==> config.mk <==
export PLATFORM = sky130hd
export DESIGN_NAME = param_combination_lock
export DESIGN_NICKNAME = d
export VERILOG_FILES = /design/src/rtl/param_combination_lock.sv
export SDC_FILE = /design/constraint.sdc
export NUM_CORES = 1
export LEC_CHECK = 0
export ABC_AREA = 1
export CAP_MARGIN = 25
export CORE_MARGIN = 4
export CORE_UTILIZATION = 56
export DETAILED_ROUTE_END_ITERATION = 10
export GPL_TIMING_DRIVEN = 0
export HOLD_SLACK_MARGIN = 0.12
export PLACE_DENSITY = 0.73
export SLEW_MARGIN = 20
export SYNTH_ARGS = -nofsm -noshare
export SYNTH_HDL_FRONTEND = slang
export SYNTH_SLANG_ARGS = --single-unit
==> constraint.sdc <==
create_clock -name Lock_CLK -period 2.1 [get_ports Lock_CLK]
set_clock_uncertainty 0.1 [all_clocks]
set_input_delay 0.42 -clock Lock_CLK [delete_from_list [all_inputs] [get_ports Lock_CLK]]
set_output_delay 0.42 -clock Lock_CLK [all_outputs]
set_load 0.05 [all_outputs]
==> src/rtl/param_combination_lock.sv <==
// Keypad combination lock: edge-detected digit entry, fail counting,
// timed lockout and idle timeout. Optional macro: LOCK_REPROGRAM_EN.
module param_combination_lock #(
    parameter int KEY_W       = 4,
    parameter int CODE_LEN    = 4,
    parameter logic [CODE_LEN*KEY_W-1:0] CODE = 16'h4182,
    parameter int MAX_FAILS   = 3,
    parameter int LOCKOUT_CYC = 50_000_000,
    parameter int TIMEOUT_CYC = 250_000_000
) (
    input  logic                             Lock_CLK,
    input  logic                             Lock_RST,
    input  logic [KEY_W-1:0]                 Key_IN,
    input  logic                             Relock_IN,
`ifdef LOCK_REPROGRAM_EN
    input  logic [CODE_LEN*KEY_W-1:0]        Code_IN,
    input  logic                             Prog_IN,
`endif
    output logic                             Unlocked,
    output logic                             Locked_out,
    output logic [$clog2(MAX_FAILS+1)-1:0]   Fail_cnt,
    output logic [$clog2(CODE_LEN+1)-1:0]    Progress,
    output logic [CODE_LEN-1:0]              LED_graph
);

    localparam int PW = $clog2(CODE_LEN + 1);
    localparam int FW = $clog2(MAX_FAILS + 1);
    localparam int LW = (LOCKOUT_CYC > 1) ? $clog2(LOCKOUT_CYC) : 1;
    localparam int TW = (TIMEOUT_CYC > 1) ? $clog2(TIMEOUT_CYC) : 1;

    typedef enum logic [1:0] {
        S_IDLE  = 2'd0,
        S_ENTRY = 2'd1,
        S_OPEN  = 2'd2,
        S_LOCK  = 2'd3
    } state_t;

    state_t                    state_q, state_d;
    logic [PW-1:0]             prog_q, prog_d;
    logic [FW-1:0]             fail_q, fail_d;
    logic [TW-1:0]             tmo_q, tmo_d;
    logic [LW-1:0]             lck_q, lck_d;
    logic [KEY_W-1:0]          kprev_q;
    logic [CODE_LEN*KEY_W-1:0] code_w;
    logic [KEY_W-1:0]          exp_dig;
    logic                      press;
    logic                      hit;

`ifdef LOCK_REPROGRAM_EN
    logic [CODE_LEN*KEY_W-1:0] code_q, code_d;
    assign code_w = code_q;
`else
    assign code_w = CODE;
`endif

    function automatic logic [CODE_LEN-1:0] therm(input logic [PW-1:0] p);
        logic [CODE_LEN-1:0] t;
        t = '0;
        for (int i = 0; i < CODE_LEN; i++)
            t[i] = (p > PW'(i));
        return t;
    endfunction

    // Select the digit expected at the current entry position.
    always_comb begin
        exp_dig = '0;
        for (int i = 0; i < CODE_LEN; i++)
            if (prog_q == PW'(i))
                exp_dig = code_w[i*KEY_W +: KEY_W];
    end

    assign press = (Key_IN != '0) && (kprev_q == '0);
    assign hit   = press && (Key_IN == exp_dig);

    // Next-state and counter logic for the lock FSM.
    always_comb begin
        state_d = state_q;
        prog_d  = prog_q;
        fail_d  = fail_q;
        tmo_d   = tmo_q;
        lck_d   = lck_q;
`ifdef LOCK_REPROGRAM_EN
        code_d  = code_q;
`endif
        case (state_q)
            S_IDLE: begin
                if (hit) begin
                    tmo_d = '0;
                    if (CODE_LEN == 1) begin
                        state_d = S_OPEN;
                        prog_d  = PW'(CODE_LEN);
                        fail_d  = '0;
                    end else begin
                        state_d = S_ENTRY;
                        prog_d  = PW'(1);
                    end
                end
            end
            S_ENTRY: begin
                if (hit) begin
                    tmo_d  = '0;
                    prog_d = prog_q + 1'b1;
                    if (prog_q == PW'(CODE_LEN - 1)) begin
                        state_d = S_OPEN;
                        fail_d  = '0;
                    end
                end else if (press) begin
                    state_d = S_IDLE;
                    prog_d  = '0;
                    tmo_d   = '0;
                    if (fail_q != FW'(MAX_FAILS))
                        fail_d = fail_q + 1'b1;
                    if (fail_d == FW'(MAX_FAILS)) begin
                        state_d = S_LOCK;
                        lck_d   = '0;
                    end
                end else if (tmo_q == TW'(TIMEOUT_CYC - 1)) begin
                    state_d = S_IDLE;
                    prog_d  = '0;
                    tmo_d   = '0;
                end else begin
                    tmo_d = tmo_q + 1'b1;
                end
            end
            S_OPEN: begin
`ifdef LOCK_REPROGRAM_EN
                if (Prog_IN)
                    code_d = Code_IN;
`endif
                if (Relock_IN) begin
                    state_d = S_IDLE;
                    prog_d  = '0;
                end
            end
            S_LOCK: begin
                prog_d = '0;
                if (lck_q == LW'(LOCKOUT_CYC - 1)) begin
                    state_d = S_IDLE;
                    fail_d  = '0;
                    lck_d   = '0;
                end else begin
                    lck_d = lck_q + 1'b1;
                end
            end
            default: begin
                state_d = S_IDLE;
                prog_d  = '0;
                tmo_d   = '0;
                lck_d   = '0;
            end
        endcase
    end

    // State, counters and registered outputs; all cleared by sync reset.
    always_ff @(posedge Lock_CLK) begin
        if (Lock_RST) begin
            state_q    <= S_IDLE;
            prog_q     <= '0;
            fail_q     <= '0;
            tmo_q      <= '0;
            lck_q      <= '0;
            kprev_q    <= '0;
            Unlocked   <= 1'b0;
            Locked_out <= 1'b0;
            LED_graph  <= '0;
`ifdef LOCK_REPROGRAM_EN
            code_q     <= CODE;
`endif
        end else begin
            state_q    <= state_d;
            prog_q     <= prog_d;
            fail_q     <= fail_d;
            tmo_q      <= tmo_d;
            lck_q      <= lck_d;
            kprev_q    <= Key_IN;
            Unlocked   <= (state_d == S_OPEN);
            Locked_out <= (state_d == S_LOCK);
            LED_graph  <= therm(prog_d);
`ifdef LOCK_REPROGRAM_EN
            code_q     <= code_d;
`endif
        end
    end

    assign Fail_cnt = fail_q;
    assign Progress = prog_q;

endmodule
# After elaboration in Yosys (flattened, before gate mapping)
# Cells that the tools add are included.
[classes]
n_reduce_logical = 11
order_cmp = 4
n_mux = 38
n_eq_ne = 20
addsub = 4
[op_table]
columns = ["operator", "count"]
rows = [
  ["28-bit two-way mux", 4],
  ["26-bit two-way mux", 4],
  ["28-bit case mux with 2 select lines", 1],
  ["26-bit case mux with 2 select lines", 1],
  ["2-bit two-way mux", 17],
  ["28-bit by 1-bit adder with 28-bit output, second input constant", 1],
  ["28-bit == test, second input constant", 1],
  ["26-bit by 1-bit adder with 26-bit output, second input constant", 1],
  ["26-bit == test, second input constant", 1],
  ["3-bit two-way mux", 5],
  ["4-bit two-way mux", 3],
  ["2-bit != test, second input constant", 6],
  ["3-bit case mux with 4 select lines", 1],
  ["2-bit == test, second input constant", 5],
  ["2-bit case mux with 4 select lines", 1],
  ["4-bit AND reduction", 2],
  ["3-bit by 2-bit == test with 1-bit output, second input constant", 2],
  ["3-bit by 1-bit > comparator with 1-bit output, second input constant", 2],
  ["3-bit by 2-bit > comparator with 1-bit output, second input constant", 2],
  ["3-bit != test, second input constant", 2],
  ["4-bit == test", 1],
  ["4-bit logical NOT", 1],
  ["2-bit case mux with 2 select lines", 1],
  ["2-bit nonzero test", 2],
  ["other kinds (9)", 10],
]
[totals]
register_bits = 71

# Longest topological paths before layout
# Gate-level depths: netlist of the first run.
[logic_depth]
depth_word = 15
mapped_depth = 15
mapped_depth_nobuf = 15

# Worst setup path after synthesis of the first run
# No wires, ideal clock.
[synth_timing]
path_type = "register to register"
startpoint = "register prog_q[0], in the netlist Progress[0]"
endpoint = "register tmo_q[4]"
n_path_buf = 2
stages_incl_launch_ff = 14
synth_period_minus_slack_ns = 2.339
arrival_time_ns = 2.107
setup_time_ns = 0.132
slack_ns = -0.239
path_cell_list = "dfxtp_1 ha_1 ha_1 nor2_1 nand3_1 nand2_1 nor2_1 nand2_2 nor2_4 o21ai_4 buf_6 buf_6 nand2_1 a21oi_1"
[synth_between]
elab_chain_len = 9
[synth_lines]
columns = ["element", "line", "rtl"]
rows = [
  ["from (decl)", "39", "logic [PW-1:0] prog_q, prog_d;"],
  ["from (signal assigned)", "171", "prog_q <= prog_d;"],
  ["3-bit logical NOT", "68", "if (prog_q == PW'(i))"],
  ["2-bit two-way mux", "68", ""],
  ["4-bit two-way mux (2 in series)", "68", ""],
  ["4-bit two-way mux *", "68", ""],
  ["4-bit == test *", "73", "assign hit = press && (Key_IN == exp_dig);"],
  ["1-bit logical AND *", "73", ""],
  ["28-bit two-way mux / 2-bit != test (equally long branches)", "n/a", ""],
  ["28-bit case mux with 2 select lines / 2-bit AND reduction (equally long branches)", "n/a", ""],
  ["to (signal assigned)", "173", "tmo_q <= tmo_d;"],
  ["to (decl)", "41", "logic [TW-1:0] tmo_q, tmo_d;"],
]
# Mark *: on every way between the ends. The rest lies on a longest branch, timed or not.
# A chain may end at the register's enable or synchronous reset.

# Final worst setup path of the first run
[layout_timing]
startpoint = "register prog_q[1], in the netlist Progress[1]"
endpoint = "register tmo_q[27]"
# The elaborated chain is that of the path after synthesis.

==> impl_metrics.ini, run 1 <==
[clocking]
cts_sinks = 71
clk_pin_slew_ns = 0.08
htreeDepth = 3
numCtsBuffers = 9
cts-root-buf = clkbuf_8
cts_tree = done
cts_buffer_depth = 2
hold_buffers = 0
worstSkewPairLatency_ns = 0.36

[drt]
antenna_left = 0
viasPerCell = 5.889
wirelength_mm = 13.75
drc = 0
wl_per_cell_um = 15.60
vias = 5188
drtIter0Drc = 564
firstDrtPassIters = 5

[timing]
maxSlewHeadroom = 0.5685
setup_slack_ns = -0.001359
worst_slew_pin_slew_ns = 0.6423
min_period_ns = 2.101
hold_viol_final = 0
finalSetupViolCount = 1
period_share = 1.001
grt_setup_unrepaired = true
drv_slew = 0
fmax_ghz = 0.4759

[placed_design]
hpwl_mm = 9.338
dpl.cell_count = 840
portBuffers = 17
gp_congestion = 0.9223

[synthesis]
ys_async_sr_fraction = 0
synth_cells = 721
synthSimpleGateAreaFrac = 0.4332
avgSynthCellArea_um2 = 6.249
synth_seq_cells = 71
synth_xor_area_frac = 0.005832
syn-num-nets = 735
yosys_warnings = 0
ys_types = 38
synth-compound-area-share = 0.1291
synth_mux_area_frac = 0
synth_fa_ha_area_frac = 0.01944
synth_edf_count = 0
netlist_area_um2 = 4506
yosysSeqAreaShare = 0.3155
synth_ff_type = dfxtp_1
synth_top_family_by_area = simple AND/OR/NAND/NOR gates

[pwr]
clkPwrFrac = 0.444
p_leak_nw = 2.061
internal_power_mw = 2.042
powerDensity_nw_per_um2 = 473.9
switchingPower_mw = 0.6378
netSwitchingFraction = 0.2380
ir_drop_mv = 0.3324
p_seq_frac = 0.503
pwr-share-comb = 0.053

[setup_path]
crit_fanout = 6
cp.arrival_ns = 2.29
critPathKind = flip-flop to flip-flop
crit_path_start_kind = flip-flop
worstPathRequired_ns = 2.29
cp-end-kind = flip-flop
worstPathCellList = ha_4 > ha_4 > nor2_4 > nand3_1 > nand3b_1 > nor2_4 > o21ai_4 > buf_6 > clkbuf_16 > nand2_1 > a21oi_1
slowest_delay_ns = 0.38
critical_path.slowest_cell = dfxtp_4

[cells_and_area]
nNetsFinal = 788
final_common_cell = nand2_1
final_cell_mix = nand2_1 (158), nand3_1 (85), inv_1 (81)
syn_to_final_growth_pct = 25.52
finalCoreUtilization = 0.7281
layout-drive-gt1-share = 0.1926
n_antenna_cell = 0
layoutNonFillerInstCount = 881

[die]
die_area_um2 = 9544
rows = 32
design.core.area_um2 = 7767
initial_utilization = 0.5801
io_pins = 18
die_x_um = 97.70
die_y_um = 97.70

[global_routing]
grt_max_degree = 12
grt_pass1_vias = 4512
grt_remaining_overflow = 0
antenna_found_initial = 0
grt_usage = 0.2660
grt_first_pass_wirelength_mm = 21.20

[status]
violations = setup timing
status = complete, but fails checks

[job]
drv_cap = 0

[worst_hold_path]
hold_path_class = flip-flop to flip-flop
## worst paths after layout
check	startpoint	endpoint	slack, ns	cells past startpoint
worst max-delay path	Progress[1]$_SDFF_PP0_	tmo_q[27]$_SDFFE_PP0P_	-0.001	11
worst min register to register	tmo_q[0]$_SDFFE_PP0P_	tmo_q[0]$_SDFFE_PP0P_	0.37	1
worst max register to register	Progress[1]$_SDFF_PP0_	tmo_q[27]$_SDFFE_PP0P_	-0.001	11
worst min-delay path	tmo_q[0]$_SDFFE_PP0P_	tmo_q[0]$_SDFFE_PP0P_	0.37	1
## power groups by stage
stage | Sequential [mW] | Clock [mW] | Combinational (mW)
3_3_place_gp | 1.38 | 0 | 0.0992
6_report | 1.35 | 1.19 | 0.142
2_1_floorplan | 1.38 | 0 | 0.0582
4_1_cts | 1.35 | 1.18 | 0.108
3_5_place_dp | 1.38 | 0 | 0.100
5_1_grt | 1.35 | 1.26 | 0.152
## layout make-up
class                   count  area [um^2]
fillers                   656         2112
plain buffers              17        118.9
repair buffers             41        427.9
flip-flops and latches     71         1438
inverters                  89        340.3
multi-input cells         545         2994
clock buffers              13        168.9
clock inverters             3        40.04
well taps                 102        127.6
## cells by family after synthesis
logic type	after synthesis
AND/OR/NAND/NOR	429
buffers and inverters	106
AO/OA/AOI/OAI	105
flip-flops	71
adder cells (fa/ha/maj)	7
XOR/XNOR	3
## critical path: cells and delay by family (launching register included)
family                   cells  cell delay [ns]
AO/OA/AOI/OAI                2             0.29
adder cells (fa/ha/maj)      2             0.35
buffers and inverters        2             0.31
flip-flops                   1             0.38
AND/OR/NAND/NOR              5             0.61
## metal layers
metal / part of all wire / GRT usage
met2: 0.45 / 0.4080
met3: 0.084 / 0.05887
met5: 0 / 0
met4: 0.020 / 0.09478
met1: 0.44 / 0.3661
## cell usage after synthesis, types with 2 or more instances
cell	n	area [um^2]
o211ai_1	6	45.04
nor3_1	29	145.1
o21ai_0	27	135.1
o31ai_1	2	15.01
nand3b_1	3	22.52
ha_1	7	87.58
clkbuf_1	8	30.03
nand3_2	3	30.03
a21o_1	2	15.01
clkinv_1	2	7.510
a21oi_1	60	300.3
xor2_1	3	26.28
nand2_1	181	679.4
nand3_1	90	450.4
dfxtp_1	71	1421
nor4_1	2	12.51
nor2_1	73	274.0
a21oi_2	2	17.52
a21boi_0	2	15.01
buf_2	3	15.01
nor2_2	7	43.79
nand4_1	25	156.4
nor2_4	3	33.78
nand2_2	7	43.79
inv_2	2	7.510
inv_1	85	319.1
buf_6	4	45.04
or2_2	2	12.51
## state kept, by name, indices dropped and copies added, names as in the netlist
signal,count
lck_q,26
Locked_out,1
kprev_q,4
state_q,2
LED_graph,4
Progress,3
Unlocked,1
Fail_cnt,2
tmo_q,28
## metrics by stage
stage | hold slack (ns) | setup WS (ns) | setup TNS [ns] | power [mW] | instance area [um^2]
3_3_place_gp | 0.3694 | -0.3374 | -14.71 | 1.479 | 4815
5_1_grt | 0.3924 | -0.1015 | -3.365 | 2.758 | 5655
3_5_place_dp | 0.3838 | -0.3833 | -17.15 | 1.481 | 4815
2_1_floorplan | 0.3533 | 0.005942 | 0 | 1.441 | 4517
6_report | 0.3685 | -0.001359 | -0.001359 | 2.680 | 5655
4_1_cts | 0.3947 | -0.01442 | -0.03668 | 2.640 | 5167
## repair_timing
action,in CTS,in global routing
endpoints found under the hold margin,0,0
gates resized for setup,17,91
buffers inserted,9,12
setup endpoints to repair,64,70
pin swaps,9,28
gates cloned,0,4
(Power assumes the default switching activity.)
==> inputs of run 2 (changes only) <==
CORE_ASPECT_RATIO = 1.75   (was unset)
CORE_UTILIZATION = 57   (was 56)
CTS_BUF_LIST = sky130_fd_sc_hd__clkbuf_2   (was unset)
GPL_TIMING_DRIVEN = unset   (was 0)
PLACE_DENSITY = 0.74   (was 0.73)
==> run 2 against run 1 <==
Compared with the run above: the run still ends with setup timing left; sequential cell count did not move; maximum frequency is 2.6% lower; die area down 1.0%; first-iteration DRC count shrank 19%; global-route usage increased by 4.4 points.
==> impl_metrics.ini, run 2 (synthesized netlist as in run 1, its figures left out) <==
[drt]
wl_per_cell_um = 16.89
drc = 0
firstDrtPassIters = 5
drtIter0Drc = 456
vias = 5355
antenna_left = 0
viasPerCell = 5.977
wirelength_mm = 15.13

[cells_and_area]
syn_to_final_growth_pct = 27.35
finalCoreUtilization = 0.7530
layout-drive-gt1-share = 0.2330
largest_reg_flops = 28
final_cell_mix = nand2_1 (166), inv_1 (79), nand3_1 (76)
top_regs = tmo_q (28), lck_q (26)
nNetsFinal = 816
largest-register = tmo_q
final_common_cell = nand2_1

[setup_path]
crit_fanout = 5
rr_worst_depth = 14
worstPathCellList = buf_6 > inv_6 > ha_4 > nor2_4 > nand4_1 > nand2_2 > nand2_2 > nor2_4 > buf_4 > nor2_1 > nand2_1 > nand2_1 > nand2_2 > nand3_1
path_common_cell = nand2_2
critPathKind = flip-flop to flip-flop
critical_path.top_delay_family = simple AND/OR/NAND/NOR gates
crit_cells = 14
slowest_delay_ns = 0.41
reg2reg_slack_ns = -0.06
cp_num_buf_inv = 3
critical_path.slowest_cell = dfxtp_4
cp-end-kind = flip-flop
cp.arrival_ns = 2.50
crit_path_start_kind = flip-flop
reg2reg_from = Progress[0]$_SDFF_PP0_
startpoint = Progress[0]$_SDFF_PP0_
worstPathRequired_ns = 2.44

[timing]
min_period_ns = 2.157
worst_slew_pin_slew_ns = 0.8668
hold_viol_final = 0
period_share = 1.027
grt_setup_unrepaired = true
maxSlewHeadroom = 0.4215
fmax_ghz = 0.4637
drv_slew = 0
finalSetupViolCount = 14
setup_slack_ns = -0.05673

[pwr]
ir_drop_mv = 0.4588
p_leak_nw = 2.135
powerDensity_nw_per_um2 = 385.1
finalPower_mw = 2.210

[global_routing]
antenna_found_initial = 1
grt_remaining_overflow = 0
grt_usage = 0.3100
grt_first_pass_wirelength_mm = 22.84
grt_pass1_vias = 5097
grt_max_degree = 49

[die]
die_x_um = 75.21
die_y_um = 125.6
die_area_um2 = 9447
rows = 42
io_pins = 18
initial_utilization = 0.5913
design.core.area_um2 = 7620

[clocking]
cts-root-buf = clkbuf_2
cts_sinks = 71
numCtsBuffers = 9
cts_buffer_depth = 2
htreeDepth = 3
cts_tree = done
worstSkewPairLatency_ns = 0.55
clk_pin_slew_ns = 0.20
hold_buffers = 0

[job]
drv_cap = 0

[placed_design]
gp_congestion = 0.9568
portBuffers = 17
hpwl_mm = 10.19

[status]
violations = setup timing
status = complete, but fails checks

[worst_hold_path]
hold_path_class = input pin to flip-flop
hold_depth = 4
hold_start = Lock_RST
## run 2: changes by cell type in the layout (fill, tap and decap cells not counted), moves of 8 or more
cell	delta
a21oi_2	-9
nand2_4	-9
buf_4	+35
nand2_1	+8
buf_6	+11
a21oi_1	+10
nand3_1	-9
nand3_2	+9
clkbuf_8	-12
## run 2: layout make-up
type / instances / area [um^2]
diodes: 1 / 2.502
fillers: 620 / 1882
repair buffers: 84 / 743.2
flip-flops and latches: 71 / 1436
clock buffers: 9 / 45.04
well taps: 88 / 110.1
clock inverters: 7 / 48.80
multi-input cells: 547 / 3010
inverters: 89 / 341.6
## run 2: repair_timing
| item | in CTS | in global routing |
|---|---|---|
| cloned | 2 | 3 |
| setup endpoints to repair | 62 | 67 |
| resized for setup | 33 | 80 |
| pin swaps | 13 | 31 |
| setup buffers | 4 | 11 |
## run 2: power by group
part	internal [mW]	switching, mW
logic	0.0590	0.0890
registers	1.35	0.00216
clock network	0.158	0.550
## run 2: worst paths after layout
kind,endpoint
min,Progress[1]$_SDFF_PP0_
max reg2reg,LED_graph[0]$_SDFF_PP0_
min reg2reg,tmo_q[0]$_SDFFE_PP0P_
max,LED_graph[0]$_SDFF_PP0_
## run 2: routing by layer
metal | GRT usage | vias up | part of all wire
met1 | 0.3014 | 2443 | 0.34
met5 | 0 | - | 0
met4 | 0.2183 | 0 | 0.080
met2 | 0.5555 | 253 | 0.52
met3 | 0.05582 | 107 | 0.054
li1 | - | 2552 | -
## run 2: tightest hold or removal path: stages
cell,delay (ns)
buf_2,0.10
clkinv_1,0.24
nand2_2,0.11
inv_1,0.04
## run 2: stage by stage
stage	instance area (um^2)	setup TNS [ns]	setup slack (ns)	hold WS, ns	cells
finish	5738	-0.2515	-0.05673	0.3078	896
global placement	5087	-2.157	-0.09390	0.3692	860
floorplan	4517	0	0.005942	0.3533	721
CTS	5318	0	0.001960	0.2911	881
global route	5738	-5.002	-0.1422	0.2979	896
detailed placement	5087	-5.306	-0.1290	0.3771	860
